===== config.mk =====
export PLATFORM = sky130hd
export DESIGN_NAME = tdm_slot_scheduler
export DESIGN_NICKNAME = d
export VERILOG_FILES = /design/src/rtl/tdm_sched_pkg.sv /design/src/rtl/tdm_slot_scheduler_rr_pick.sv /design/src/rtl/tdm_slot_scheduler.sv
export SDC_FILE = /design/constraint.sdc
export NUM_CORES = 1
export LEC_CHECK = 0
export ABC_AREA = 1
export CORE_ASPECT_RATIO = 1.4
export CORE_MARGIN = 3
export CORE_UTILIZATION = 35
export CTS_CLUSTER_DIAMETER = 200
export DETAILED_ROUTE_END_ITERATION = 6
export SLEW_MARGIN = 20
export SYNTH_ARGS = -nofsm -noshare
export SYNTH_HDL_FRONTEND = slang
export SYNTH_HIERARCHICAL = 1
export SYNTH_SLANG_ARGS = --single-unit

===== constraint.sdc =====
create_clock -name clk -period 2.3 [get_ports clk]
set_input_delay 0.69 -clock clk [delete_from_list [all_inputs] [get_ports clk]]
set_output_delay 0.69 -clock clk [all_outputs]
set_load 0.01 [all_outputs]

===== src/rtl/tdm_sched_pkg.sv =====
// Shared types for the TDM slot scheduler: slot-table entry, FSM state and
// the power-on ownership table.
package tdm_sched_pkg;

  // Wide enough for the largest supported requester count (8).
  localparam int OWNER_W = 3;

  typedef struct packed {
    logic               valid;
    logic [OWNER_W-1:0] owner;
  } slot_entry_t;

  typedef enum logic {
    IDLE = 1'b0,
    RUN  = 1'b1
  } state_t;

  // Power-on table: slot s belongs to requester s mod num_req.
  function automatic slot_entry_t default_entry(input int slot, input int num_req);
    slot_entry_t e;
    e.valid = 1'b1;
    e.owner = OWNER_W'(slot % num_req);
    return e;
  endfunction

endpackage


===== src/rtl/tdm_slot_scheduler_rr_pick.sv =====
// Combinational round-robin picker: first set request strictly after ptr,
// wrapping modulo N. Reusable by any arbiter that keeps its own pointer.
module rr_pick #(
  parameter  int N = 4,
  localparam int W = $clog2(N)
) (
  input  logic [N-1:0] req,
  input  logic [W-1:0] rr_ptr,
  output logic         found,
  output logic [W-1:0] winner
);

  localparam logic [W-1:0] LAST = W'(N - 1);

  logic [W-1:0] idx;

  // Walk ptr+1 .. ptr+N; the first hit wins, so later hits are ignored.
  always_comb begin
    found  = 1'b0;
    winner = '0;
    idx    = rr_ptr;
    for (int i = 0; i < N; i++) begin
      idx = (idx == LAST) ? '0 : idx + 1'b1;
      if (!found && req[idx]) begin
        found  = 1'b1;
        winner = idx;
      end
    end
  end

endmodule


===== src/rtl/tdm_slot_scheduler.sv =====
// Time-division scheduler: a slot counter walks a programmable ownership table
// and grants one requester per slot, backfilling idle slots round-robin.
module tdm_slot_scheduler
  import tdm_sched_pkg::*;
#(
  parameter  int NUM_REQ   = 4,
  parameter  int NUM_SLOTS = 6,
  parameter  int SLOT_LEN  = 4,
  localparam int SW        = $clog2(NUM_SLOTS),
  localparam int RW        = $clog2(NUM_REQ)
) (
  input  logic               clk,
  input  logic               rst_n,
  input  logic               en,
  input  logic [NUM_REQ-1:0] req,
  input  logic               cfg_we,
  input  logic [SW-1:0]      cfg_slot,
  input  logic [RW-1:0]      cfg_owner,
  input  logic               cfg_valid,
  output logic [NUM_REQ-1:0] grant,
  output logic [SW-1:0]      slot_idx,
  output logic               slot_start,
  output logic               frame_start
);

  localparam int            CW        = $clog2(SLOT_LEN);
  localparam logic [SW-1:0] LAST_SLOT = SW'(NUM_SLOTS - 1);
  localparam logic [CW-1:0] LAST_CYC  = CW'(SLOT_LEN - 1);
  localparam logic [RW-1:0] LAST_REQ  = RW'(NUM_REQ - 1);

  state_t             state;
  logic [CW-1:0]      cycle_cnt;
  logic [RW-1:0]      rr_ptr;
  slot_entry_t        slot_table [NUM_SLOTS];

  logic               at_boundary;
  logic [SW-1:0]      next_slot;
  logic [SW-1:0]      arb_slot;
  slot_entry_t        arb_entry;
  logic [NUM_REQ-1:0] owner_mask;
  logic               owner_hit;
  logic               bf_found;
  logic [RW-1:0]      bf_winner;
  logic [NUM_REQ-1:0] arb_grant;
  logic               arb_take_bf;

  assign at_boundary = (cycle_cnt == LAST_CYC);
  assign next_slot   = (slot_idx == LAST_SLOT) ? '0 : slot_idx + 1'b1;
  // IDLE re-arbitrates the slot it stopped in; RUN arbitrates the slot about to start.
  assign arb_slot    = (state == IDLE) ? slot_idx : next_slot;
  assign arb_entry   = slot_table[arb_slot];

  always_comb begin
    owner_mask = '0;
    for (int i = 0; i < NUM_REQ; i++) begin
      if (arb_entry.owner == OWNER_W'(i)) begin
        owner_mask[i] = 1'b1;
      end
    end
  end

  assign owner_hit = arb_entry.valid && ((owner_mask & req) != '0);

  rr_pick #(
    .N (NUM_REQ)
  ) u_rr_pick (
    .req    (req),
    .rr_ptr (rr_ptr),
    .found  (bf_found),
    .winner (bf_winner)
  );

  // The owner always wins its own slot; only backfill moves the RR pointer.
  always_comb begin
    arb_grant   = '0;
    arb_take_bf = 1'b0;
    if (owner_hit) begin
      arb_grant = owner_mask;
    end else if (bf_found) begin
      arb_grant[bf_winner] = 1'b1;
      arb_take_bf          = 1'b1;
    end
  end

  // The table is read combinationally, so a same-cycle write lands after the read.
  always_ff @(posedge clk or negedge rst_n) begin
    if (!rst_n) begin
      for (int s = 0; s < NUM_SLOTS; s++) begin
        slot_table[s] <= default_entry(s, NUM_REQ);
      end
    end else if (cfg_we && (cfg_slot <= LAST_SLOT)) begin
      slot_table[cfg_slot] <= '{valid: cfg_valid, owner: OWNER_W'(cfg_owner)};
    end
  end

  always_ff @(posedge clk or negedge rst_n) begin
    if (!rst_n) begin
      state       <= IDLE;
      slot_idx    <= '0;
      cycle_cnt   <= '0;
      grant       <= '0;
      slot_start  <= 1'b0;
      frame_start <= 1'b0;
      rr_ptr      <= LAST_REQ;
    end else begin
      slot_start  <= 1'b0;
      frame_start <= 1'b0;
      case (state)
        IDLE: begin
          if (en) begin
            state       <= RUN;
            grant       <= arb_grant;
            slot_start  <= 1'b1;
            frame_start <= (slot_idx == '0);
            cycle_cnt   <= '0;
            if (arb_take_bf) begin
              rr_ptr <= bf_winner;
            end
          end else begin
            grant <= '0;
          end
        end
        RUN: begin
          if (!en) begin
            state     <= IDLE;
            grant     <= '0;
            cycle_cnt <= '0;
          end else if (at_boundary) begin
            slot_idx    <= next_slot;
            cycle_cnt   <= '0;
            grant       <= arb_grant;
            slot_start  <= 1'b1;
            frame_start <= (next_slot == '0);
            if (arb_take_bf) begin
              rr_ptr <= bf_winner;
            end
          end else begin
            cycle_cnt <= cycle_cnt + 1'b1;
            // A released slot stays empty until the next boundary.
            if ((grant & req) == '0) begin
              grant <= '0;
            end
          end
        end
      endcase
    end
  end

endmodule


==> metrics.md, run 1 <==
| Metric | Value |
|---|---|
| Slew Limit Fails | 0 |
| PnR worst setup slack | approximately 210 ps |
| VDD IR max | 345.0 uV |
| Outcome | complete, no violations |
| Share of layout cells above drive strength 1 | a little over a quarter |
| Port bufs | 22 |
| Final WL | between 5000 and 6000 um |
| Clk buf depth | 2 |
| DR pass1 iterations | 4 |
| Leakage power | ~1.4 nW |
| Cell Area, Synth | 0.002320 mm2 |
| Pin count of the biggest net entering global routing | 33 |
| Clock sinks | 32 |
| Nets | 374 |
| Global-route usage over all layers | between 10 and 15% |
| Relative slew slack | between 70% and 80% |
| Fin Clk Skew | 3.656 ps |
| Synthesized netlist cell count | 320 |
| PD cells | approximately 1200 mW/mm2 |
| Die area | between 0.007 and 0.008 mm2 |
| Worst Setup Start Kind | flop |
| Site Rows | 34 |
| Synth cell types | 29 |
| Root buffer cell | clkbuf_8 |
| Final hold violation count | 0 |
| Placed cell area | around 0.0027 mm2 |
| Crit path max fanout | 6 |
| # fillers | 640 |
| CTS tree | yes |
| Measured slew at the worst slew-check pin | 409.6 ps |
| Post-DP HPWL | 3896 um |
| Die height | around 100 um |
| Gpl congestion | ~0.94 |
| Post-place setup slack | -120.5 ps |
| Most frequent cells in the layout | nand2_1, nand3_1, inv_1, nand2_2, o21ai_0 |
| Antenna Nets Post-Route | 0 |
| FMAX | between 400 and 500 MHz |
| Overall power | 0.003406 W |
| Minimum clock period | 2091 ps |
| WHS | 482.1 ps |
| Syn-to-layout area delta | 21.84% |
| YS warnings | 6 |
| Initial DRC Count | 95 |
| Post CTS Setup Buffer Count | 0 |
| Syn Nets | around 340 |
| Sequential fraction of the synthesis area | about a third |
| Clock buffers created by TritonCTS | 5 |
| Core area | 0.006339 mm2 |
| Worst-Skew Late Latency | around 280 ps |
| Clock slew at reported path FFs | 70 ps |
| CP Data Arrival Time | between 2000 and 2500 ps |
| IO Pins | 23 |
| Crit Path Category | reg2reg |
| Initial antenna violation count | 0 |
| Via density | a little under 5 |
| Grt total ovfl | 0 |
| Placed cell count | 423 |
| Drt wl/cell | 11.65 um |
| RSZ-0062 raised after global routing | false |
| Type of the most critical hold path | reg2reg |
| Final instance area | 0.002826 mm2 |
| Initial Util | between 30% and 40% |
| Post-route insts no fill | 431 |
| Via count | approximately 2.1k |
| Commonest non-fill, non-tap cell in the layout | nand2_1 |
| First-pass GRT wire length | 8832 um |
| Synthesized area per cell | 7.249 um2 |
| Crit path capture type | flop |
| # setup viols final | 0 |
| Register bit total from synthesis | 32 |
| Number of global-route vias before repair | between 2k and 2.5k |
| Drt drc | 0 |
| Tcrit/Tclk final | roughly nine tenths |
| Max-cap violations | 0 |
| CP required | about 2500 ps |
| Die W | between 70 and 80 um |
| Max H-tree Level | 2 |
| Antenna Cells | 0 |
==> worst max-delay path, stage by stage (launching register included) <==
cell     delay, ps
dfstp_2        570
ha_2           290
buf_4          160
nand2_1        100
nand2_4         70
nor2_2         120
inv_1           40
o21ai_0        100
inv_1           60
nand2_1        180
nand3_1        100
nand2_1         90
nand3_1         80
nand2_1         80
==> layout make-up <==
class	instances	area (um2)	share of cell area (%)
Sequential cell	32	818.3	28.95
Multi-Input combinational cell	248	1324	46.83
Inverter	34	135.1	4.781
Tap cell	72	90.09	3.187
Timing Repair Buffer	37	332.8	11.78
Clock buffer	7	96.34	3.409
Clock inverter	1	30.03	1.062
==> synth_stat cells, drive strengths merged <==
cell	instances	share of area, %
nand2	141	27
nand3	43	12
inv	34	5.8
o21ai	33	8.3
dfrtp	19	20
dfstp	13	15
nor2	13	2.5
buf	6	2.9
a21oi	5	1.4
nand4	4	1.1
a22o	2	0.76
ha	2	1.1
a221oi	1	0.38
a32oi	1	1.2
nand3b	1	0.32
nor3	1	0.22
xor2	1	0.38
==> registers in the layout, summed over array words and instances (netlist names) <==
register and flops:
slot_idx 3, rr_ptr 2, slot_table 18, grant 4, frame_start 1, state 1, slot_start 1, cycle_cnt 2
==> layer usage <==
layer	GRT usage [%]	part of all wire (%)	vias to the layer above
met5	0	0	-
met4	5.616	2.7	0
met3	2.953	3.1	12
met2	26.34	51	37
met1	16.90	43	956
li1	-	-	1104
==> path summary, 6_finish.rpt <==
kind | startpoint | endpoint | slack [ps] | depth (start not counted)
setup / recovery | rr_ptr[0] | grant[1] | 210 | 13
hold / removal | rr_ptr[1] | rr_ptr[1] | 480 | 2
setup reg to reg | rr_ptr[0] | grant[1] | 210 | 13
hold reg to reg | rr_ptr[1] | rr_ptr[1] | 480 | 2
max in group asynchronous | rst_n | slot_table[11] | 1170 | 2
min in group asynchronous | rst_n | slot_table[5] | 810 | 2
==> report_power, final <==
part / internal [W] / switching (W)
clock network: 0.000382 / 0.000210
registers: 0.000722 / 0.000100
logic: 0.000782 / 0.00121
total: 0.00189 / 0.00152
==> timing repair <==
| item | 4_1_cts | 5_1_grt |
|---|---|---|
| resized for setup | 0 | 10 |
| hold buffers | 0 | 0 |
| setup endpoints to repair | 0 | 6 |
==> stage by stage <==
| stage | TNS (ps) | utilization, % |
|---|---|---|
| 2_1_floorplan | 0 | - |
| 3_3_place_gp | -319.2 | 42.20 |
| 3_5_place_dp | -497.7 | 42.20 |
| 4_1_cts | 0 | 44.20 |
| 5_1_grt | 0 | 44.59 |
| 6_report | 0 | 44.59 |
==> kinds of logic (layout without fill, tap and decap cells) <==
family          after synthesis  after routing  synth area share (%)
simple gates                203            203                 42.61
compound gates               42             42                 11.97
buf+inv                      40             79                 8.738
flops                        32             32                 35.22
fa+ha+maj                     2              2                 1.079
xor+xnor                      1              1                0.3776
(Power assumes the default switching activity.)
==> run 2: changes to the inputs <==
Settings changed: TNS_END_PERCENT set to 10.
==> results of run 2 <==
The final DEF is identical to that of run 1; final timing and power are the same.
==> run 3: changes to the inputs <==
Settings changed: CORE_MARGIN 3 to 10, GPL_TIMING_DRIVEN set to 0.
==> run 3 against run 2 <==
- clock skew is 3.0 ps higher
- count of clock-buffer cells in the layout stayed put
- routed wire length is 0.50% higher
- largest cell class unchanged
- worst setup slack worse by 37 ps
- critical path depth is 2 higher
- sequential power hardly changed
- final cell count is 1.4% lower
- die area is 35% higher
- sequential share of layout area is 0.32 points higher
- critical endpoint is now grant[0]
- combinational power is 3% lower
==> metrics.md, run 3 (synthesis results as in run 1) <==
| Metric | Value |
|---|---|
| Outcome | complete, no violations (unchanged) |
| Antenna Nets Post-Route | 0 (unchanged) |
| Most frequent cells in the layout | nand2_1, nand3_1, inv_1, nand2_2, o21ai_0 (unchanged) |
| Drt drc | 0 (unchanged) |
| Tcrit/Tclk final | 92.54% (was 90.93%) |
| # fillers | 671 (was 640) |
| Crit path max-delay family | simple AND/OR/NAND/NOR gates (unchanged) |
| Die area | 0.01033 mm2 (was 0.007654 mm2) |
| Placed cell count | 416 (was 423) |
| Critical Path Max Stage Delay | 570 ps (about the same) |
| Final setup TNS | 0 ps (unchanged) |
| VDD IR max | 426.8 uV (was 345.0 uV) |
| Post-DP HPWL | 3981 um (was 3896 um) |
| Commonest non-fill, non-tap cell in the layout | nand2_1 (unchanged) |
| Crit Path Category | reg2reg (unchanged) |
| Most flop-heavy register | slot_table (unchanged) |
| Grt total ovfl | 0 (unchanged) |
| Relative slew slack | 52.08% (was 72.48%) |
| Gpl congestion | 0.8714 (was 0.9402) |
| Antenna Cells | 0 (unchanged) |
| First-pass GRT wire length | 9163 um (was 8832 um) |
| Post-place setup slack | -221.9 ps (was -120.5 ps) |
| Crit path capture type | flop (unchanged) |
| Via count | 2,070 (was 2,109) |
| DR pass1 iterations | 4 (unchanged) |
| Slew Limit Fails | 0 (unchanged) |
| Share of layout cells above drive strength 1 | 24.79% (was 26.74%) |
| Initial antenna violation count | 0 (unchanged) |
| Root buffer cell | clkbuf_8 (unchanged) |
| Via density | 4.871 (was 4.893) |
| Die height | 116.3 um (was 102.3 um) |
| Clock sinks | 32 (unchanged) |
| Core area | 0.006525 mm2 (was 0.006339 mm2) |
| Largest regs | slot_table: 18 flops, grant: 4 flops, slot_idx: 3 flops (unchanged) |
| Crit path max-delay cell type | dfstp_2 (unchanged) |
| Pin count of the biggest net entering global routing | 33 (unchanged) |
| Initial DRC Count | 84 (was 95) |
| Final instance area | 0.002791 mm2 (was 0.002826 mm2) |
| Worst Setup SP | rr_ptr[0] (unchanged) |
| Worst Setup Start Kind | flop (unchanged) |
| Placed cell area | 0.002628 mm2 (was 0.002675 mm2) |
| PnR worst setup slack | 171.6 ps (was 208.7 ps) |
| # setup viols final | 0 (unchanged) |
| Max-cap violations | 0 (unchanged) |
| Clock slew at reported path FFs | 70 ps (about the same) |
| Global-route usage over all layers | 10.84% (was 14.72%) |
| Drt wl/cell | 11.88 um (was 11.65 um) |
| IO Pins | 23 (unchanged) |
| CP Data Arrival Time | 2310 ps (about the same) |
| Syn-to-layout area delta | 20.33% (was 21.84%) |
| CP bufs+invs | 2 (was 3) |
| Leakage power | 1.376 nW (was 1.371 nW) |
| Minimum clock period | 2128 ps (was 2091 ps) |
| Post-cts hold buffer count | 0 (unchanged) |
| Max reg flops | 18 (unchanged) |
| PD cells | 1196 mW/mm2 (was 1205 mW/mm2) |
| Type of the most critical hold path | in2async (was reg2reg) |
| Initial Util | 35.55% (was 36.60%) |
| Nets | 366 (was 374) |
| Worst-Skew Late Latency | 280 ps (about the same) |
| Crit path max fanout | 6 (unchanged) |
| FMAX | 469.8 MHz (was 478.2 MHz) |
| Site Rows | 35 (was 34) |
| Number of global-route vias before repair | 2,070 (was 2,019) |
| Die W | 88.81 um (was 74.81 um) |
| RSZ-0062 raised after global routing | false (unchanged) |
| Measured slew at the worst slew-check pin | 718.9 ps (was 409.6 ps) |
| Final hold violation count | 0 (unchanged) |
| Post-route insts no fill | 425 (was 431) |
| CP required | 2480 ps (was 2520 ps) |
| Max H-tree Level | 2 (unchanged) |
| Most used cell along the critical path | nand2_1 (unchanged) |
| CTS tree | yes (unchanged) |
| Overall power | 0.003339 W (was 0.003406 W) |
| Crit path cell chain | ha_2 > inv_4 > nand2_1 > nand2_1 > nand2_1 > nand2_2 > nand2_2 > nor2_4 > nand2_1 > nand3_1 > inv_1 > nand3_1 > nand2_1 > nand3_1 > nand2_1 (was ha_2 > buf_4 > nand2_1 > nand2_4 > nor2_2 > inv_1 > o21ai_0 > inv_1 > nand2_1 > nand3_1 > nand2_1 > nand3_1 > nand2_1) |
| Clock buffers created by TritonCTS | 5 (unchanged) |
| Port bufs | 22 (unchanged) |
| Clk buf depth | 2 (unchanged) |
| Final WL | 5048 um (was 5023 um) |
| Fin Clk Skew | 6.638 ps (was 3.656 ps) |
| FF-to-FF Start | rr_ptr[0] (unchanged) |
[run 3: worst paths after layout]
path | to | slack [ps] | cells past startpoint
hold reg to reg | rr_ptr[1] | 460 | 2
setup reg to reg | grant[0] | 170 | 15
setup / recovery | grant[0] | 170 | 15
min in group clk | rr_ptr[1] | 460 | 2
hold / removal | slot_table[1] | 460 | 1
max in group asynchronous | slot_start | 1380 | 1
[run 3: per-layer routing]
metal | vias to the layer above | track usage, % | share of wire, %
met5 | - | 0 | 0
met4 | 0 | 4.324 | 2.1
met3 | 10 | 2.303 | 4.4
met2 | 32 | 19.52 | 51
met1 | 937 | 11.92 | 42
li1 | 1091 | - | -
[run 3: where the power goes]
group | internal, W | switching, W | leakage, nW
clock | 0.000382 | 0.000209 | 0.0645
sequential | 0.000722 | 0.0000980 | 0.377
combinational | 0.000741 | 0.00119 | 0.935
total | 0.00185 | 0.00149 | 1.38
[run 3: worst register-to-register path: stages (launching register included)]
cell and delay, ps:
dfstp_2 570, ha_2 330, inv_4 110, nand2_1 60, nand2_1 90, nand2_1 70
nand2_2 90, nand2_2 70, nor2_4 100, nand2_1 60, nand3_1 140, inv_1 80
nand3_1 80, nand2_1 60, nand3_1 80, nand2_1 50
[run 3: metrics by stage]
stage | utilization (%) | hold WS (ps)
global placement | 40.35 | 457.2
finish | 42.78 | 456.7
global route | 42.78 | 487.3
floorplan | - | 394.4
CTS | 42.21 | 465.5
detailed placement | 40.27 | 455.4
[run 3: area by class of cell]
cell class	count	area [um2]	share of cell area [%]
clock inverters	1	30.03	1.076
flip-flops and latches	32	817.0	29.27
multi-input cells	248	1318	47.20
clock buffers	7	96.34	3.451
plain buffers	6	67.56	2.420
inverters	34	137.6	4.931
repair buffers	23	232.7	8.337
well taps	74	92.59	3.317
[run 3: timing repair]
item | 4_1_cts | 5_1_grt
endpoints found under the hold margin | 0 | 0
gates resized for setup | 0 | 11
endpoints found under the setup margin | 0 | 5
buffers inserted | 0 | 1
==> patch: new RTL, flow settings as in run 1 <==
Reset style: synchronous (`rst_n`), changed in 2 clocked blocks.
--- a/src/rtl/tdm_slot_scheduler.sv
+++ b/src/rtl/tdm_slot_scheduler.sv
@@ -85,3 +85,3 @@
   // The table is read combinationally, so a same-cycle write lands after the read.
-  always_ff @(posedge clk or negedge rst_n) begin
+  always_ff @(posedge clk) begin
     if (!rst_n) begin
@@ -95,3 +95,3 @@
 
-  always_ff @(posedge clk or negedge rst_n) begin
+  always_ff @(posedge clk) begin
     if (!rst_n) begin
Behaviour: differs if rst_n is asserted again (counterexample within 4 cycles, from zero or initial values and one cycle with rst_n low); with rst_n held inactive, the same outputs for 10 cycles.
==> patch against run 1 <==
  * Wire length grew 8.5%
  * Via count grew 7.5%
  * Area after synthesis grew 4.0%
  * Critical path depth grew 2
  * Worst setup slack gained 0.038 ns
  * Cell area grew 6.6%
  * Sequential cell count grew 6
  * Cell count grew 12%
Power is not compared: it rests on default switching activity, and its combinational part moved more than twofold at a synthesized area within 25%.
==> patch: results <==
metrics = {
    "global_route": {
        "grt_first_pass_wirelength_mm": 9.190,
        "antenna_found_initial": 0,
        "first_global_vias": 2152,
        "grt_max_degree": 18,
        "grt_usage_pct": 14.26,
    },
    "yosys": {
        "yosysUniqueCellTypes": 28,
        "synth_top_cells_by_count": "nand2_1 (121), nand3_1 (46), inv_1 (39)",
        "synth_area_leaders": "edfxtp_1 (30%), nand2_1 (19%), dfxtp_1 (12%)",
        "synth.top_cell.area_share_pct": 29.86,
        "ys_warn_count": 6,
        "synth_edf_count": 24,
        "yosysSeqAreaShare_pct": 41.47,
        "synth_top_flop_cell": "edfxtp_1",
        "synthArstFlopShare_pct": 0,
    },
    "cts": {
        "cts-resized-gates": 0,
        "ctsRootBufferMaster": "clkbuf_8",
        "clk_latency_ns": 0.29,
        "cts.clk_slew.worst_paths_ns": 0.07,
        "cts_buffers": 5,
        "post_cts_buffers": 0,
        "cts_max_level": 2,
        "clock_path_buffers": 2,
    },
    "placement": {
        "dp_hpwl_mm": 4.360,
        "place_congestion": 0.8465,
        "dp_slack_ns": -0.06686,
        "io_buffers": 22,
    },
    "critical_path": {
        "crit_arrival_ns": 2.24,
        "critPathMaxFanout": 4,
    },
    "layout": {
        "drive_gt1_share_pct": 15.17,
        "reg_top3": "slot_table: 24 flops, grant: 4 flops, slot_idx: 3 flops",
        "num-fill-cells": 705,
        "diodes": 0,
        "final_net_count": 404,
    },
    "timing": {
        "skew_ns": 0.005643,
    },
    "power": {
        "vdd_drop_max_uv": 240.3,
        "p_leak_nw": 1.406,
    },
    "drt": {
        "wl_per_cell_um": 11.33,
        "routed_via_density": 4.713,
        "drtIter0Drc": 77,
        "first_pass_iters": 4,
    },
    "worst_hold_path": {
        "hold_class": "flop to flop",
    },
    "status": {
        "outcome": "complete, no violations",
    },
}
## patch: changes by cell type after synthesis, sizes merged, moves of 7 or more
cell    before  now
dfstp       13    0
dfrtp       19    0
dfxtp        0   14
nor2        13   28
nand3       43   51
o21ai       33   10
inv         34   41
edfxtp       0   24
## patch: critical path: stages
cell and delay, ns:
clkdlybuf4s50_1 0.44, inv_1 0.09, o21ai_0 0.08, nand2_1 0.08, nand2_1 0.07, nand2_2 0.09, nand2_2 0.06, nor2_4 0.09
nand2_1 0.06, nand3_1 0.15, inv_1 0.08, nand3_1 0.08, nand2_1 0.06, nand3_1 0.08, nand2_1 0.05
## patch: final timing paths
path,from,endpoint,slack (ns),cells after the start
worst max-delay path,req[1],grant[0],0.25,15
worst min-delay path,cycle_cnt[0],cycle_cnt[0],0.47,2
worst max register to register,rr_ptr[0],grant[0],0.25,15
worst min register to register,cycle_cnt[0],cycle_cnt[0],0.47,2
## patch: through the flow
step / instance area (µm²) / std cells / TNS (ns) / hold WS [ns] / util (%)
global route: 3013 / 481 / 0 / 0.4974 / 45.26
finish: 3013 / 481 / 0 / 0.4728 / 45.26
detailed placement: 2873 / 473 / -0.4180 / 0.4633 / 43.16
CTS: 3005 / 481 / 0 / 0.4746 / 45.15
floorplan: 2432 / 344 / 0 / 0.4325 / -
global placement: 2873 / 473 / -0.2769 / 0.4517 / 43.16
## patch: metal layers
metal	vias to the layer above	track usage (%)	wire length (µm)
met1	1024	13.97	2073
li1	1189	-	-
met3	14	2.426	181
met5	-	0	0
met2	40	28.17	3010
met4	0	6.995	184
## patch: layout make-up
cell class	count	area [µm²]	share of cell area, %
Inverter	41	153.9	5.108
Clock inverter	3	63.81	2.118
Tap cell	92	115.1	3.821
Clock buffer	5	68.82	2.284
Multi-Input combinational cell	260	1237	41.07
Sequential cell	38	1003	33.31
Timing Repair Buffer	42	370.4	12.29
## patch: kinds of logic after synthesis
group | count (synthesis) | synth area share [%]
and+or+nand+nor | 230 | 43.60
buffers and inverters | 46 | 8.243
DFF | 38 | 41.47
AOI/OAI and AO/OA | 22 | 5.496
adders and majority gates | 2 | 1.037
other | 1 | 0.1554
## patch: power breakdown
group	internal [mW]	leakage [nW]	total [mW]	switching, mW
Sequential	0.777	0.352	0.806	0.0295
Combinational	0.231	0.988	0.599	0.368
Clock	0.429	0.0658	0.672	0.242
Total	1.44	1.41	2.08	0.640
